[src/rtl/rr_lock_arbiter.sv]
// rr_lock_arbiter: N-way round-robin arbiter; the owner keeps its grant for as long as it requests.
// Optional macro ARB_HOLD_LIMIT_EN revokes a contended grant after HOLD_MAX cycles and pulses expire.
module rr_lock_arbiter #(
    parameter int  N        = 4,
    parameter int  HOLD_MAX = 8,
    localparam int IDW      = $clog2(N)
) (
    input  logic           clk,
    input  logic           rst,
    input  logic [N-1:0]   req,
    output logic [N-1:0]   gnt,
    output logic           gnt_valid,
    output logic [IDW-1:0] gnt_id,
    output logic           expire
);

    typedef enum logic {S_IDLE, S_OWN} state_t;

    state_t         r_state;
    logic [N-1:0]   r_gnt;
    logic           r_gnt_valid;
    logic [IDW-1:0] r_gnt_id;
    logic [IDW-1:0] r_ptr;

    logic [N-1:0]   w_cand;
    logic           w_cand_any;
    logic           w_owner_req;
    logic [IDW-1:0] w_win_id;
    logic [N-1:0]   w_win_oh;
    logic [IDW-1:0] w_next_ptr;
    logic           w_take;
    logic           w_drop;

`ifdef ARB_HOLD_LIMIT_EN
    localparam int HCW = $clog2(HOLD_MAX + 1);
    logic [HCW-1:0] r_hold_cnt;
    logic           r_expire;
    logic           w_force;
`endif

    if (N < 2 || N > 16 || HOLD_MAX < 1) begin : g_param_check
        $error("rr_lock_arbiter: N must be 2..16 and HOLD_MAX >= 1");
    end

    // The current owner is masked out, so a releasing owner can never regrant itself.
    genvar gi;
    for (gi = 0; gi < N; gi++) begin : g_cand
        assign w_cand[gi] = req[gi] & ~r_gnt[gi];
    end

    assign w_cand_any  = |w_cand;
    assign w_owner_req = |(req & r_gnt);

    // Scan from the far end toward ptr so the first candidate at or after ptr wins.
    always_comb begin
        w_win_id = '0;
        for (int k = N - 1; k >= 0; k--) begin
            if (w_cand[(int'(r_ptr) + k) % N]) begin
                w_win_id = IDW'((int'(r_ptr) + k) % N);
            end
        end
    end

    assign w_win_oh   = N'(1) << w_win_id;
    assign w_next_ptr = (w_win_id == IDW'(N - 1)) ? '0 : w_win_id + 1'b1;

    always_comb begin
        w_take = 1'b0;
        w_drop = 1'b0;
`ifdef ARB_HOLD_LIMIT_EN
        w_force = 1'b0;
`endif
        case (r_state)
            S_IDLE: w_take = w_cand_any;
            S_OWN: begin
                if (!w_owner_req) begin
                    w_take = w_cand_any;
                    w_drop = !w_cand_any;
                end
`ifdef ARB_HOLD_LIMIT_EN
                else if (w_cand_any && r_hold_cnt == HCW'(HOLD_MAX - 1)) begin
                    w_force = 1'b1;
                    w_take  = 1'b1;
                end
`endif
            end
            default: ;
        endcase
    end

    always_ff @(posedge clk) begin
        if (rst) begin
            r_state     <= S_IDLE;
            r_gnt       <= '0;
            r_gnt_valid <= 1'b0;
            r_gnt_id    <= '0;
            r_ptr       <= '0;
        end else if (w_take) begin
            r_state     <= S_OWN;
            r_gnt       <= w_win_oh;
            r_gnt_valid <= 1'b1;
            r_gnt_id    <= w_win_id;
            r_ptr       <= w_next_ptr;
        end else if (w_drop) begin
            r_state     <= S_IDLE;
            r_gnt       <= '0;
            r_gnt_valid <= 1'b0;
            r_gnt_id    <= '0;
        end
    end

`ifdef ARB_HOLD_LIMIT_EN
    // Counts only contended ownership cycles; any new grant or quiet cycle restarts it.
    always_ff @(posedge clk) begin
        if (rst) begin
            r_hold_cnt <= '0;
            r_expire   <= 1'b0;
        end else begin
            r_expire <= w_force;
            if (w_take || !w_cand_any || r_state == S_IDLE) begin
                r_hold_cnt <= '0;
            end else begin
                r_hold_cnt <= r_hold_cnt + 1'b1;
            end
        end
    end

    assign expire = r_expire;
`else
    assign expire = 1'b0;
`endif

    assign gnt       = r_gnt;
    assign gnt_valid = r_gnt_valid;
    assign gnt_id    = r_gnt_id;

endmodule
[config.mk]
export PLATFORM = sky130hd
export DESIGN_NAME = rr_lock_arbiter
export DESIGN_NICKNAME = d
export VERILOG_FILES = /design/src/rtl/rr_lock_arbiter.sv
export SDC_FILE = /design/constraint.sdc
export NUM_CORES = 1
export LEC_CHECK = 0
export ABC_AREA = 1
export BUFFER_PORTS_ARGS = -buffer_cell sky130_fd_sc_hd__buf_2
export CORE_UTILIZATION = 47
export CTS_CLUSTER_SIZE = 28
export DETAILED_ROUTE_END_ITERATION = 10
export PLACE_DENSITY = 0.79
export SYNTH_ARGS = -nofsm -noshare
export SYNTH_HDL_FRONTEND = slang
export SYNTH_SLANG_ARGS = --single-unit
[constraint.sdc]
create_clock -name clk -period 1.6 [get_ports clk]
set_input_delay 0.24 -clock clk [delete_from_list [all_inputs] [get_ports clk]]
set_output_delay 0.24 -clock clk [all_outputs]
set_load 0.03 [all_outputs]
# Word level (Yosys, flattened, before mapping)
# Index checks and enable logic that the tools add are counted.
word_totals:
  register_bits: 9
  in_bits: 6
  out_inout_bits: 8
  word_cells: 60
op_classes:
  n_addsub: 4
  order_cmp: 4
  eq_ne: 1
  shift: 1
  n_mux: 26
  bitwise_logic: 13
  n_reduce_logical: 7
ops:
  columns: ["operator", "n"]
  rows:
  - ["$mux 2", 7]
  - ["$lt 3x4->1 const B", 3]
  - ["$mux 1", 12]
  - ["$bmux 1 s2", 4]
  - ["$mux 4", 2]
  - ["$reduce_or 4->1", 2]
  - ["$reduce_or 2->1", 3]
  - ["$not 1->1", 5]
  - ["$add 2x1->2 const B", 2]
  - ["$add 2x2->2 const B", 2]
  - ["$and 1x1->1", 4]
  - ["$and 4x4->4", 1]
  - ["$shl 1x2->4 const A", 1]
  - ["$and 1x1->1 const A", 3]
  - ["$lt 2x3->1 const B", 1]
  - ["$eq 2x2->1 const B", 1]
  - ["$pmux 1 s2", 1]
  - ["$reduce_bool 2->1", 1]
  - ["$logic_not 1->1", 1]

# Longest topological paths before layout
depth:
  word_depth: 12
  mapped_depth: 14
  mapped_depth_nobuf: 14

# Worst setup path after synthesis
# OpenSTA, ideal clock, no wires.
synth_path:
  path_kind: "register to register"
  start: "register r_gnt[2] (netlist: gnt[2])"
  end: "register r_ptr[1]"
  arrival_time_ps: 1635
  path_slack_ps: -167
  path_stages_with_launch: 13
  path_cell_list: "dfxtp_1 > inv_1 > nand3_1 > nand2_1 > a21oi_2 > nand2_2 > nand2_1 > nand2_1 > nand2_1 > inv_1 > ha_1 > nand2_1 > a21oi_1"
synth_via:
  elab_chain_len: 11
  elab_cells_between_ends: 25
  classes_between: "add/sub: 1; eq/ne: 1; mux: 18; bitwise: 3; reduce/logical: 2"
synth_rtl:
  columns: ["item", "line", "text"]
  rows:
  - ["from (decl)", "20", "logic [N-1:0] r_gnt;"]
  - ["from (signal assigned)", "100", "r_gnt <= w_win_oh;"]
  - ["$not 1->1 *", "48", "assign w_cand[gi] = req[gi] & ~r_gnt[gi];"]
  - ["$and 1x1->1 *", "48", null]
  - ["$bmux 1 s2", "58", "if (w_cand[(int'(r_ptr) + k) % N]) begin"]
  - ["$mux 1 (not written as such) (2 in a row)", "58", null]
  - ["$mux 2 (3 in a row)", "58", null]
  - ["$mux 2 *", "58", null]
  - ["$add 2x1->2 or $eq 2x2->1 (tied branches)", "65", "assign w_next_ptr = (w_win_id == IDW'(N - 1)) ? '0 : w_win_id + 1'b1;"]
  - ["$mux 2 *", "65", null]
  - ["via w_next_ptr[1]", "30", "logic [IDW-1:0] w_next_ptr;"]
  - ["to (signal assigned)", "103", "r_ptr <= w_next_ptr;"]
  - ["to (decl)", "23", "logic [IDW-1:0] r_ptr;"]
# Mark *: on every way through the listed nets, which the timed path passes. The rest lies on a longest branch. The select of a mux whose other input is x is not followed.
# A chain may end at the register's enable or synchronous reset.

# Final worst setup path
layout_path:
  start: "register r_gnt[0] (netlist: gnt[0])"
  end: "register r_ptr[1]"
# The elaborated chain is that of the path after synthesis.

==> metrics.txt <==
maxcap violations=0; Period minus WS final=1.618 ns; crit-path max cell delay=0.36 ns; Seq cells post-synth=9; flop-to-flop setup slack=-0.02 ns; die area=0.001602 sq mm; Starting Density=0.5157; Avg WL per Cell=12.65 um; fin. max-slew vios=0; Worst Hold Margin=0.2380 ns; CP Data Arrival Time=1.82 ns; Synth top area share=0.2652; met2 Use GR=0.4234; final hold vios=0; Worst Skew=0.007617 ns; area growth from synthesis to layout=37.94%; initial antenna violation count=0; met1 Usage GRT=0.2169; Net count, final=140; Reg clk slew, reported paths=0.06 ns; top cells by count, synth=nand2_1 (36), inv_1 (12), dfxtp_1 (9), a21oi_1 (8), nand3_1 (6); Site Rows=13; Leakage=0.4770 nW; largest net degree at the start of global routing=10; placed cells=138; critical path launch point type=register; critical path type=register to register; WL final=1821 um; WP data required=1.81 ns; met3 GRT Util=0.03889; detailed-route DRC error count=0; hold path depth=2; fill count=113; core area=0.001318 sq mm; Synth async-reset ratio=0; cell repeated most along the worst path=nand2_2; Antenna Nets Post-Route=0; sequential cell area fraction in the yosys report=0.2652; RSZ-0062 raised after global routing=true; share of layout cells above drive strength 1=0.5426; ANT cells=0; clk sinks=9; Initial DRC Count=16; PortBufs=12; die width=40.02 um; CTS tree=built; Setup-failing EPs final=1; Final GP Congestion=0.7697; overall routing resource usage=0.2236; post-synthesis area per instance=6.470 sq um; vias per cell=5.153; Cell Area, Synth=679.4 sq um; root buf cell=clkbuf_4; CP Max Fanout=4; final setup margin=-0.01752 ns; most area-hungry cell type in the Yosys netlist=dfxtp_1; Cells after Synth=105; first-pass GRT wire length=2311 um; cts bufs inserted=3; PwrDens=2256 mW/mm^2; Unique masters post-synth=21; most frequent cell after synthesis=nand2_1; final setup TNS=-0.01752 ns; H-tree Lvls=1; drt pass-1 iters=4; EDFF count, synth=0; largest cells by area after synthesis=dfxtp_1 (27%), nand2_1 (20%), ha_1 (7.4%), inv_1 (6.6%), a21oi_1 (5.9%); slowest CP cell=dfxtp_4; global route total overflow=0; Final Non-Filler Cells=144; GR peak layer=met2; status=finished with violations; DR vias=742; hpwl dp=1235 um; CTS max path bufs=2; largest vdd supply drop=1.296 mV; Mapped Nets=115; Ys Warns=0; total power=0.002115 W; # IOs=14; Main synth FF type=dfxtp_1; final worst-path cycle share=1.011; crit end category=register; Die Y=40.02 um; R2R depth=13; CP Cell Sequence=inv_1, nand3_2, nand2_1, nand2_1, nand2_1, nand2_2, nand2_2, nand2_2, nand2_2, inv_2, ha_4, nand2_2, a21oi_2; Worst-Skew Late Latency=0.27 ns; failing checks=negative setup slack; vias in the first global route=626; Hold Crit Class=input port to register; FMAX=0.6182 GHz
==> through the flow <==
step	util	cell area [sq um]	setup WS, ns
CTS	0.6657	877.1	0.006157
floorplan	-	698.2	0.002337
global placement	0.6268	825.8	0.02189
global route	0.7113	937.1	-0.09508
detailed placement	0.6268	825.8	-0.08407
finish	0.7113	937.1	-0.01752
==> cell families (layout without fill, tap and decap cells) <==
logic type               count (synthesis)  in the layout  synth area share
AND/OR/NAND/NOR                         59             59            0.4199
buffers and inverters                   19             43            0.1105
AO/OA/AOI/OAI                           13             13            0.1252
flip-flops                               9              9            0.2652
adder cells (fa/ha/maj)                  4              4           0.07367
other                                    1              1          0.005520
==> sequential cells by signal, summed over array words and instances, names as in the netlist <==
register	count
gnt_id	2
r_ptr	2
gnt	4
gnt_valid	1
==> placed cells by master, fill, tap and decap left out, drive strengths merged <==
cell / instances
o22ai: 1
nand3: 8
dfxtp: 9
nor3: 1
o21ai: 2
nand2: 41
a21oi: 10
nor2: 8
ha: 4
conb: 1
nand3b: 1
buf: 22
clkbuf: 4
inv: 17
==> per-layer routing <==
metal  part of all wire  vias up
met4              0.020        0
met1               0.40      338
met5                  0        -
li1                   -      370
met3              0.047        7
met2               0.53       27
==> report_power, final <==
part / total (W) / switching (W) / internal [W]
Clock: 0.000181 / 0.0000845 / 0.0000963
Sequential: 0.000439 / 0.000103 / 0.000337
Combinational: 0.00149 / 0.000884 / 0.000610
==> worst paths after layout <==
path	start	to
worst max-delay path	gnt[0]	r_ptr[1]
worst min-delay path	rst	r_ptr[1]
worst max register to register	gnt[0]	r_ptr[1]
worst min register to register	gnt_id[0]	gnt_id[0]
==> worst max-delay path, delay by kind of cell (launching register included) <==
family / cells / cell delay, ns
AOI/OAI and AO/OA: 1 / 0.13
adders and majority gates: 1 / 0.25
buffers and inverters: 2 / 0.16
DFF: 1 / 0.36
and+or+nand+nor: 9 / 0.65
==> final cells by class <==
type                            count  area (sq um)  area share
Clock buffer                        4         26.28     0.02804
Inverter                           17         66.31     0.07076
Multi-Input combinational cell     77         493.0      0.5260
Sequential cell                     9         197.7      0.2109
Tap cell                           15         18.77     0.02003
Timing Repair Buffer               22         135.1      0.1442
==> timing repair <==
item | 4_1_cts | 5_1_grt
pin swaps | 4 | 15
cloned | 0 | 0
endpoints found under the hold margin | 0 | 0
resized for setup | 7 | 16
hold buffers | 0 | 0
buffers inserted | 1 | 2
endpoints found under the setup margin | 2 | 5
(Power assumes the default switching activity.)
